$ cat config.mk
export PLATFORM = sky130hd
export DESIGN_NAME = seg7_scan_decoder_flat
export DESIGN_NICKNAME = d
export VERILOG_FILES = /design/src/rtl/seg7_scan_if.sv /design/src/rtl/seg7_scan_decoder.sv /design/src/flat_wrapper.sv
export SDC_FILE = /design/constraint.sdc
export NUM_CORES = 1
export LEC_CHECK = 0
export ABC_AREA = 1
export ABC_CLOCK_PERIOD_IN_PS = 2250
export BUFFER_PORTS_ARGS = -buffer_cell sky130_fd_sc_hd__buf_2
export CELL_PAD_IN_SITES_DETAIL_PLACEMENT = 0
export CELL_PAD_IN_SITES_GLOBAL_PLACEMENT = 1
export CORE_MARGIN = 5
export CORE_UTILIZATION = 44
export CTS_CLUSTER_DIAMETER = 60
export DETAILED_ROUTE_END_ITERATION = 10
export MAX_ROUTING_LAYER = met4
export PLACE_DENSITY_LB_ADDON = 0.1
export SETUP_SLACK_MARGIN = 0.1
export SLEW_MARGIN = 30
export SYNTH_ARGS = -nofsm -noshare
export SYNTH_HDL_FRONTEND = slang
export SYNTH_SLANG_ARGS = --single-unit
$ cat constraint.sdc
create_clock -name clk -period 2.25 [get_ports clk]
set_clock_uncertainty 0.1 [all_clocks]
set_input_delay 0.3375 -clock clk [delete_from_list [all_inputs] [get_ports clk]]
set_output_delay 0.3375 -clock clk [all_outputs]
set_load 0.02 [all_outputs]
$ cat src/rtl/seg7_scan_if.sv
// Scanned 4-digit 7-segment bus plus the decoded-frame outputs of its monitor.
// master: the side driving the scan (display driver / bench).
// slave : the decoder that samples the scan and publishes frames.
interface seg7_scan_if;
  logic [3:0] s;
  logic [6:0] seg;
  logic [3:0] d1;
  logic [3:0] d2;
  logic [3:0] d3;
  logic [3:0] d4;
  logic       frame_valid;
  logic       err;

  modport master (output s, seg, input d1, d2, d3, d4, frame_valid, err);
  modport slave  (input s, seg, output d1, d2, d3, d4, frame_valid, err);
endinterface

$ cat src/rtl/seg7_scan_decoder.sv
// Receive side of a 4-digit multiplexed 7-segment display.
// Synchronizes the scanned (s, seg) pair, waits for it to be stable, decodes
// the glyph and assembles digits 1..4 into a frame published atomically.
//
// state | meaning
// SYNC  | waiting for a settled digit1 to start a frame
// EXP2  | digit1 captured, expecting digit2
// EXP3  | digits 1-2 captured, expecting digit3
// EXP4  | digits 1-3 captured, expecting digit4
module seg7_scan_decoder #(
  parameter int SYNC_STAGES   = 2,
  parameter int STABLE_CYCLES = 16
) (
  input logic        clk,
  input logic        rst_n,
  seg7_scan_if.slave bus
);
  localparam int CW = $clog2(STABLE_CYCLES + 1);

  typedef enum logic [1:0] {SYNC, EXP2, EXP3, EXP4} state_t;

  logic [SYNC_STAGES-1:0][10:0] sync_q;
  logic [10:0]  pair, prev;
  logic [3:0]   ss;
  logic [6:0]   sseg;
  logic [CW-1:0] cnt;
  logic         settle;
  logic [3:0]   code;
  logic         known, onehot;

  state_t     state, state_n;
  logic [3:0] h1, h2, h3, h1_n, h2_n, h3_n;
  logic [3:0] last_sel, last_sel_n;
  logic [3:0] d1, d2, d3, d4, d1_n, d2_n, d3_n, d4_n;
  logic       fv, fv_n, err, err_n;

  assign pair = sync_q[SYNC_STAGES-1];
  assign ss   = pair[10:7];
  assign sseg = pair[6:0];

  // Input synchronizer chain for the whole (s, seg) pair.
  always_ff @(posedge clk or negedge rst_n) begin
    if (!rst_n) begin
      sync_q <= '0;
    end else begin
      sync_q[0] <= {bus.s, bus.seg};
      for (int i = 1; i < SYNC_STAGES; i++) sync_q[i] <= sync_q[i-1];
    end
  end

  // Stability filter; the counter starts saturated so an idle bus after reset
  // never produces a settle (and thus no spurious err on s=0000).
  always_ff @(posedge clk or negedge rst_n) begin
    if (!rst_n) begin
      prev <= '0;
      cnt  <= CW'(STABLE_CYCLES);
    end else begin
      prev <= pair;
      if (pair != prev)                    cnt <= '0;
      else if (cnt != CW'(STABLE_CYCLES))  cnt <= cnt + 1'b1;
    end
  end

  assign settle = (pair == prev) && (cnt == CW'(STABLE_CYCLES - 1));
  assign onehot = (ss != 4'b0000) && ((ss & (ss - 4'd1)) == 4'b0000);

  // Glyph decode, segments ordered g..a.
  always_comb begin
    known = 1'b1;
    code  = 4'h0;
    case (sseg)
      7'b0111111: code = 4'h0;
      7'b0000110: code = 4'h1;
      7'b1011011: code = 4'h2;
      7'b1001111: code = 4'h3;
      7'b1100110: code = 4'h4;
      7'b1101101: code = 4'h5;
      7'b1111101: code = 4'h6;
      7'b0000111: code = 4'h7;
      7'b1111111: code = 4'h8;
      7'b1101111: code = 4'h9;
      7'b1110111: code = 4'hA;
      7'b1111100: code = 4'hB;
      7'b0111001: code = 4'hC;
      7'b1011110: code = 4'hD;
      7'b1111001: code = 4'hE;
      7'b1110001: code = 4'hF;
      default:    known = 1'b0;
    endcase
  end

  // Frame assembly: all actions are taken only on a settle.
  always_comb begin
    state_n    = state;
    h1_n       = h1;
    h2_n       = h2;
    h3_n       = h3;
    last_sel_n = last_sel;
    d1_n       = d1;
    d2_n       = d2;
    d3_n       = d3;
    d4_n       = d4;
    fv_n       = 1'b0;
    err_n      = 1'b0;
    if (settle) begin
      if (!onehot || !known) begin
        err_n   = 1'b1;
        state_n = SYNC;
      end else if (ss == 4'b0001) begin
        h1_n       = code;
        last_sel_n = ss;
        state_n    = EXP2;
        err_n      = (state == EXP3) || (state == EXP4);
      end else if (state != SYNC && ss == last_sel) begin
        // Same digit re-settled with new segments: refresh its shadow only.
        if (ss == 4'b0010) h2_n = code;
        else               h3_n = code;
      end else if (state == EXP2 && ss == 4'b0010) begin
        h2_n       = code;
        last_sel_n = ss;
        state_n    = EXP3;
      end else if (state == EXP3 && ss == 4'b0100) begin
        h3_n       = code;
        last_sel_n = ss;
        state_n    = EXP4;
      end else if (state == EXP4 && ss == 4'b1000) begin
        d1_n    = h1;
        d2_n    = h2;
        d3_n    = h3;
        d4_n    = code;
        fv_n    = 1'b1;
        state_n = SYNC;
      end else begin
        err_n   = (state != SYNC);
        state_n = SYNC;
      end
    end
  end

  // State, shadow and output registers.
  always_ff @(posedge clk or negedge rst_n) begin
    if (!rst_n) begin
      state    <= SYNC;
      h1       <= '0;
      h2       <= '0;
      h3       <= '0;
      last_sel <= '0;
      d1       <= '0;
      d2       <= '0;
      d3       <= '0;
      d4       <= '0;
      fv       <= 1'b0;
      err      <= 1'b0;
    end else begin
      state    <= state_n;
      h1       <= h1_n;
      h2       <= h2_n;
      h3       <= h3_n;
      last_sel <= last_sel_n;
      d1       <= d1_n;
      d2       <= d2_n;
      d3       <= d3_n;
      d4       <= d4_n;
      fv       <= fv_n;
      err      <= err_n;
    end
  end

  assign bus.d1          = d1;
  assign bus.d2          = d2;
  assign bus.d3          = d3;
  assign bus.d4          = d4;
  assign bus.frame_valid = fv;
  assign bus.err         = err;
endmodule
$ cat src/flat_wrapper.sv
// flat-port wrapper written by rule: the top's interface ports become plain ports
module seg7_scan_decoder_flat 
#(
  parameter int SYNC_STAGES   = 2,
  parameter int STABLE_CYCLES = 16
)
  (clk, rst_n, bus_s, bus_seg, bus_d1, bus_d2, bus_d3, bus_d4, bus_frame_valid, bus_err);
  seg7_scan_if bus_i ();
  input logic clk;
  input logic rst_n;
  input wire logic [$bits(bus_i.s)-1:0] bus_s;
  input wire logic [$bits(bus_i.seg)-1:0] bus_seg;
  output wire logic [$bits(bus_i.d1)-1:0] bus_d1;
  output wire logic [$bits(bus_i.d2)-1:0] bus_d2;
  output wire logic [$bits(bus_i.d3)-1:0] bus_d3;
  output wire logic [$bits(bus_i.d4)-1:0] bus_d4;
  output wire logic [$bits(bus_i.frame_valid)-1:0] bus_frame_valid;
  output wire logic [$bits(bus_i.err)-1:0] bus_err;
  assign bus_i.s = bus_s;
  assign bus_i.seg = bus_seg;
  assign bus_d1 = bus_i.d1;
  assign bus_d2 = bus_i.d2;
  assign bus_d3 = bus_i.d3;
  assign bus_d4 = bus_i.d4;
  assign bus_frame_valid = bus_i.frame_valid;
  assign bus_err = bus_i.err;
  seg7_scan_decoder #(.SYNC_STAGES(SYNC_STAGES), .STABLE_CYCLES(STABLE_CYCLES)) u_core (.clk(clk), .rst_n(rst_n), .bus(bus_i));
endmodule
==> flow_summary.yaml <==
status:
  status: "finished clean"
logic_synthesis:
  syn-mean-instance-area_um2: 8.43
  synth-async-reset-ratio_pct: 100
  ys_seq_area_share_pct: 53.7
  post-synth-top-count-cell: "nand2_1"
  yosysWarningCount: 0
  synthCells: 409
  syn_nets: 425
  yosysTopAreaCell: "dfrtp_1"
  ys.flop_type: "dfrtp_1"
  synth-seq-cells: 74
  yosys.area.top_type_share_pct: 53.0
  synthTopCellsByArea: "dfrtp_1 53%, nand2_1 16%, nand4_1 6.9%"
  synth_enable_flop_cells: 0
  synthTopCellsByCount: "147 x nand2_1, 73 x dfrtp_1, 40 x nor2_1"
  syn-cell-area_um2: 3450
  ys_types: 26
grt:
  track_usage_pct: 16.0
  use_met2_pct: 23.0
  top_usage_layer: "met2"
  use_met3_pct: 3.89
  grt_max_degree: 42
  met1_usage_pct: 21.9
  overflow: 0
  grt_pass1_wl_mm: 12.1
  antenna_found_initial: 0
  first_global_vias: 2527
power_and_ir_drop:
  p_leak_uw: 0.00218
  power.switching_uw: 645
  power.density_nw_per_um2: 680
  share_clk_of_total_power_pct: 44.6
  combinationalPowerShare_pct: 6.0
  ir_drop_v: 0.000337
  p_int_uw: 2170
  switching_share_pct: 22.9
  p_seq_share_pct: 49.4
place:
  place_area_um2: 3710
  place.gp.congestion: 0.834
  hpwl_mm: 4.94
  port_buffers: 30
worst_setup_path:
  worstSetupPathType: "flop to flop"
  setup.worst_path.end_class: "flop"
  critPathMaxStageDelay_ns: 0.45
  critical_path.most_common_cell: "nand2_1"
  required_ns: 2.39
  reg2reg_to: "u_core.h3[3]"
  reg2reg_slack_ns: 0.28
  reg2reg_depth: 12
  r2r_start: "u_core.pair[0]"
  crit_path_start_kind: "flop"
  critPathSlowestCell: "dfrtp_2"
  worstPathArrival_ns: 2.10
  crit_fanout: 16
  path_cells: "nand2_2 -> nor2_4 -> nand2_1 -> nand2_1 -> nor2_1 -> nand2_2 -> nor2_4 -> nor2_8 -> buf_12 -> nand3_2 -> nand2_1 -> nand2_1"
die:
  die_w_um: 98.5
  rows: 32
  core-area_um2: 7690
  dieArea_um2: 9710
  initial_core_util_pct: 44.9
  pin_count: 31
  die_h_um: 98.5
final_layout:
  nets: 474
  insertedDiodeCount: 0
  synthToLayoutAreaGrowth_pct: 19.8
  fin_area_um2: 4130
  layout-drive-gt1-share_pct: 20.3
sta:
  slew_viol_final: 0
  rsz0062_at_grt: "yes"
  period_needed_ns: 1.97
  hold_viol: 0
  period_share_pct: 87.5
  max_clock_freq_mhz: 508
  max_slew_margin_pct: 65.8
  setup_viol: 0
  tightestPinTransition_ns: 0.510
  setup-tns-final_ns: 0
worst_hold_path:
  worstHoldEndpoint: "u_core.pair[10]"
  min_path_type: "flop to flop"
  hold_start: "u_core.sync_q[10]"
  whs_path_depth: 0
cts:
  numCtsBuffers: 9
  cts.clk_slew.worst_paths_ns: 0.08
  root_buffer: "clkbuf_8"
  clkSinkCount: 74
  clockBufferDepth: 2
  cts_tree: "built"
  clock_latency_ns: 0.35
  ctsHtreeMaxLevel: 3
detailed_routing:
  post_drt_via_cell_ratio: 4.78
  postRouteAntennaNets: 0
  dr.pass1.iters: 4
  wl_per_cell_um: 12.5
  drc: 0
  vias: 2699
  initialDrtViolationCount: 108
  routed_wirelength_mm: 7.08
run:
  maxCapViolCount: 0
## placed cells by master (no fill, tap or decap), types with 3 or more instances in the layout
cell type,netlist,layout
nand3_2,5,5
inv_1,28,28
a21oi_1,4,4
inv_2,12,11
nor3_1,4,4
buf_4,0,7
o21ai_1,3,3
xnor2_1,4,4
nor2_4,3,3
nand2_2,3,3
nand4_1,38,38
dlygate4sd3_1,0,12
dfrtp_1,73,66
ha_1,3,3
clkbuf_8,0,9
nand3_1,19,19
dfrtp_2,0,7
bufinv_16,0,3
buf_2,9,29
nor2_1,40,36
nor2_2,3,7
nand2_1,147,147
## critical path: cells and delay by family (launching register included)
| family | cells | cell delay [ns] |
|---|---|---|
| DFF | 1 | 0.45 |
| buffers and inverters | 1 | 0.17 |
| and+or+nand+nor | 11 | 1.13 |
## timing repair
action	4_1_cts	5_1_grt
buffers inserted	0	1
hold buffers	12	0
gates resized for setup	0	13
setup endpoints to repair	0	33
endpoints found under the hold margin	44	0
## metrics by stage
stage | utilization, % | setup WS [ns] | total power [µW] | hold slack [ns] | instances
final | 53.7 | 0.281 | 2810 | 0.253 | 565
after global routing | 53.7 | 0.0869 | 2940 | 0.271 | 565
after CTS | 53.0 | 0.113 | 2840 | 0.254 | 563
after detailed placement | 48.3 | 0.143 | 1560 | 0.213 | 535
after global placement | 48.3 | 0.125 | 1560 | 0.211 | 535
after floorplan | - | 0.427 | 1500 | -0.0581 | 409
## power by group through the flow
stage | logic [µW] | registers (µW) | clock network, µW
2_1_floorplan | 97.5 | 1400 | 0
3_3_place_gp | 148 | 1410 | 0
3_5_place_dp | 148 | 1410 | 0
4_1_cts | 165 | 1390 | 1290
5_1_grt | 192 | 1400 | 1350
6_report | 168 | 1390 | 1250
## routing by layer
layer	vias up	wire [µm]
met5	-	0
met1	1244	3560
met4	0	108
met3	7	247
met2	43	3170
li1	1405	-
## sequential cells by signal (all words and copies together), names as in the netlist
signal / flops
u_core.pair: 11
u_core.prev: 11
u_core.sync_q: 11
u_core.cnt: 5
u_core.bus.d1: 4
u_core.bus.d2: 4
u_core.bus.d3: 4
u_core.bus.d4: 4
u_core.h1: 4
u_core.h2: 4
u_core.h3: 4
u_core.last_sel: 4
u_core.state: 2
u_core.bus.err: 1
u_core.bus.frame_valid: 1
## area by class of cell
type / instances / area [µm²]
Fill cell: 766 / 3560
Sequential cell: 74 / 1860
Inverter: 40 / 153
Multi-Input combinational cell: 282 / 1360
Tap cell: 102 / 128
Clock buffer: 10 / 128
Timing Repair Buffer: 51 / 383
Clock inverter: 6 / 115
## kinds of logic (layout without fill, tap and decap cells)
kind of cell	Yosys count	in the layout	share of synthesized area, %
adders and majority gates	3	3	1.09
buffers and inverters	53	107	7.00
DFF	74	74	53.7
AOI/OAI and AO/OA	7	7	1.02
xor gates and xnor gates	6	6	1.52
and+or+nand+nor	266	266	35.6
## worst max path at each step
stage                        start          endpoint  slack (ns)  depth (start not counted)
finish              u_core.pair[0]      u_core.h3[3]        0.28                         12
global route        u_core.pair[9]      u_core.h3[3]        0.09                         11
CTS                 u_core.pair[2]      u_core.h3[3]        0.11                         12
detailed placement  u_core.pair[2]      u_core.h3[3]        0.14                         12
global placement    u_core.pair[2]      u_core.h2[2]        0.13                         12
floorplan           u_core.pair[6]  u_core.bus.d4[0]        0.43                         10
No activity file was read; power rests on OpenSTA's default activity.
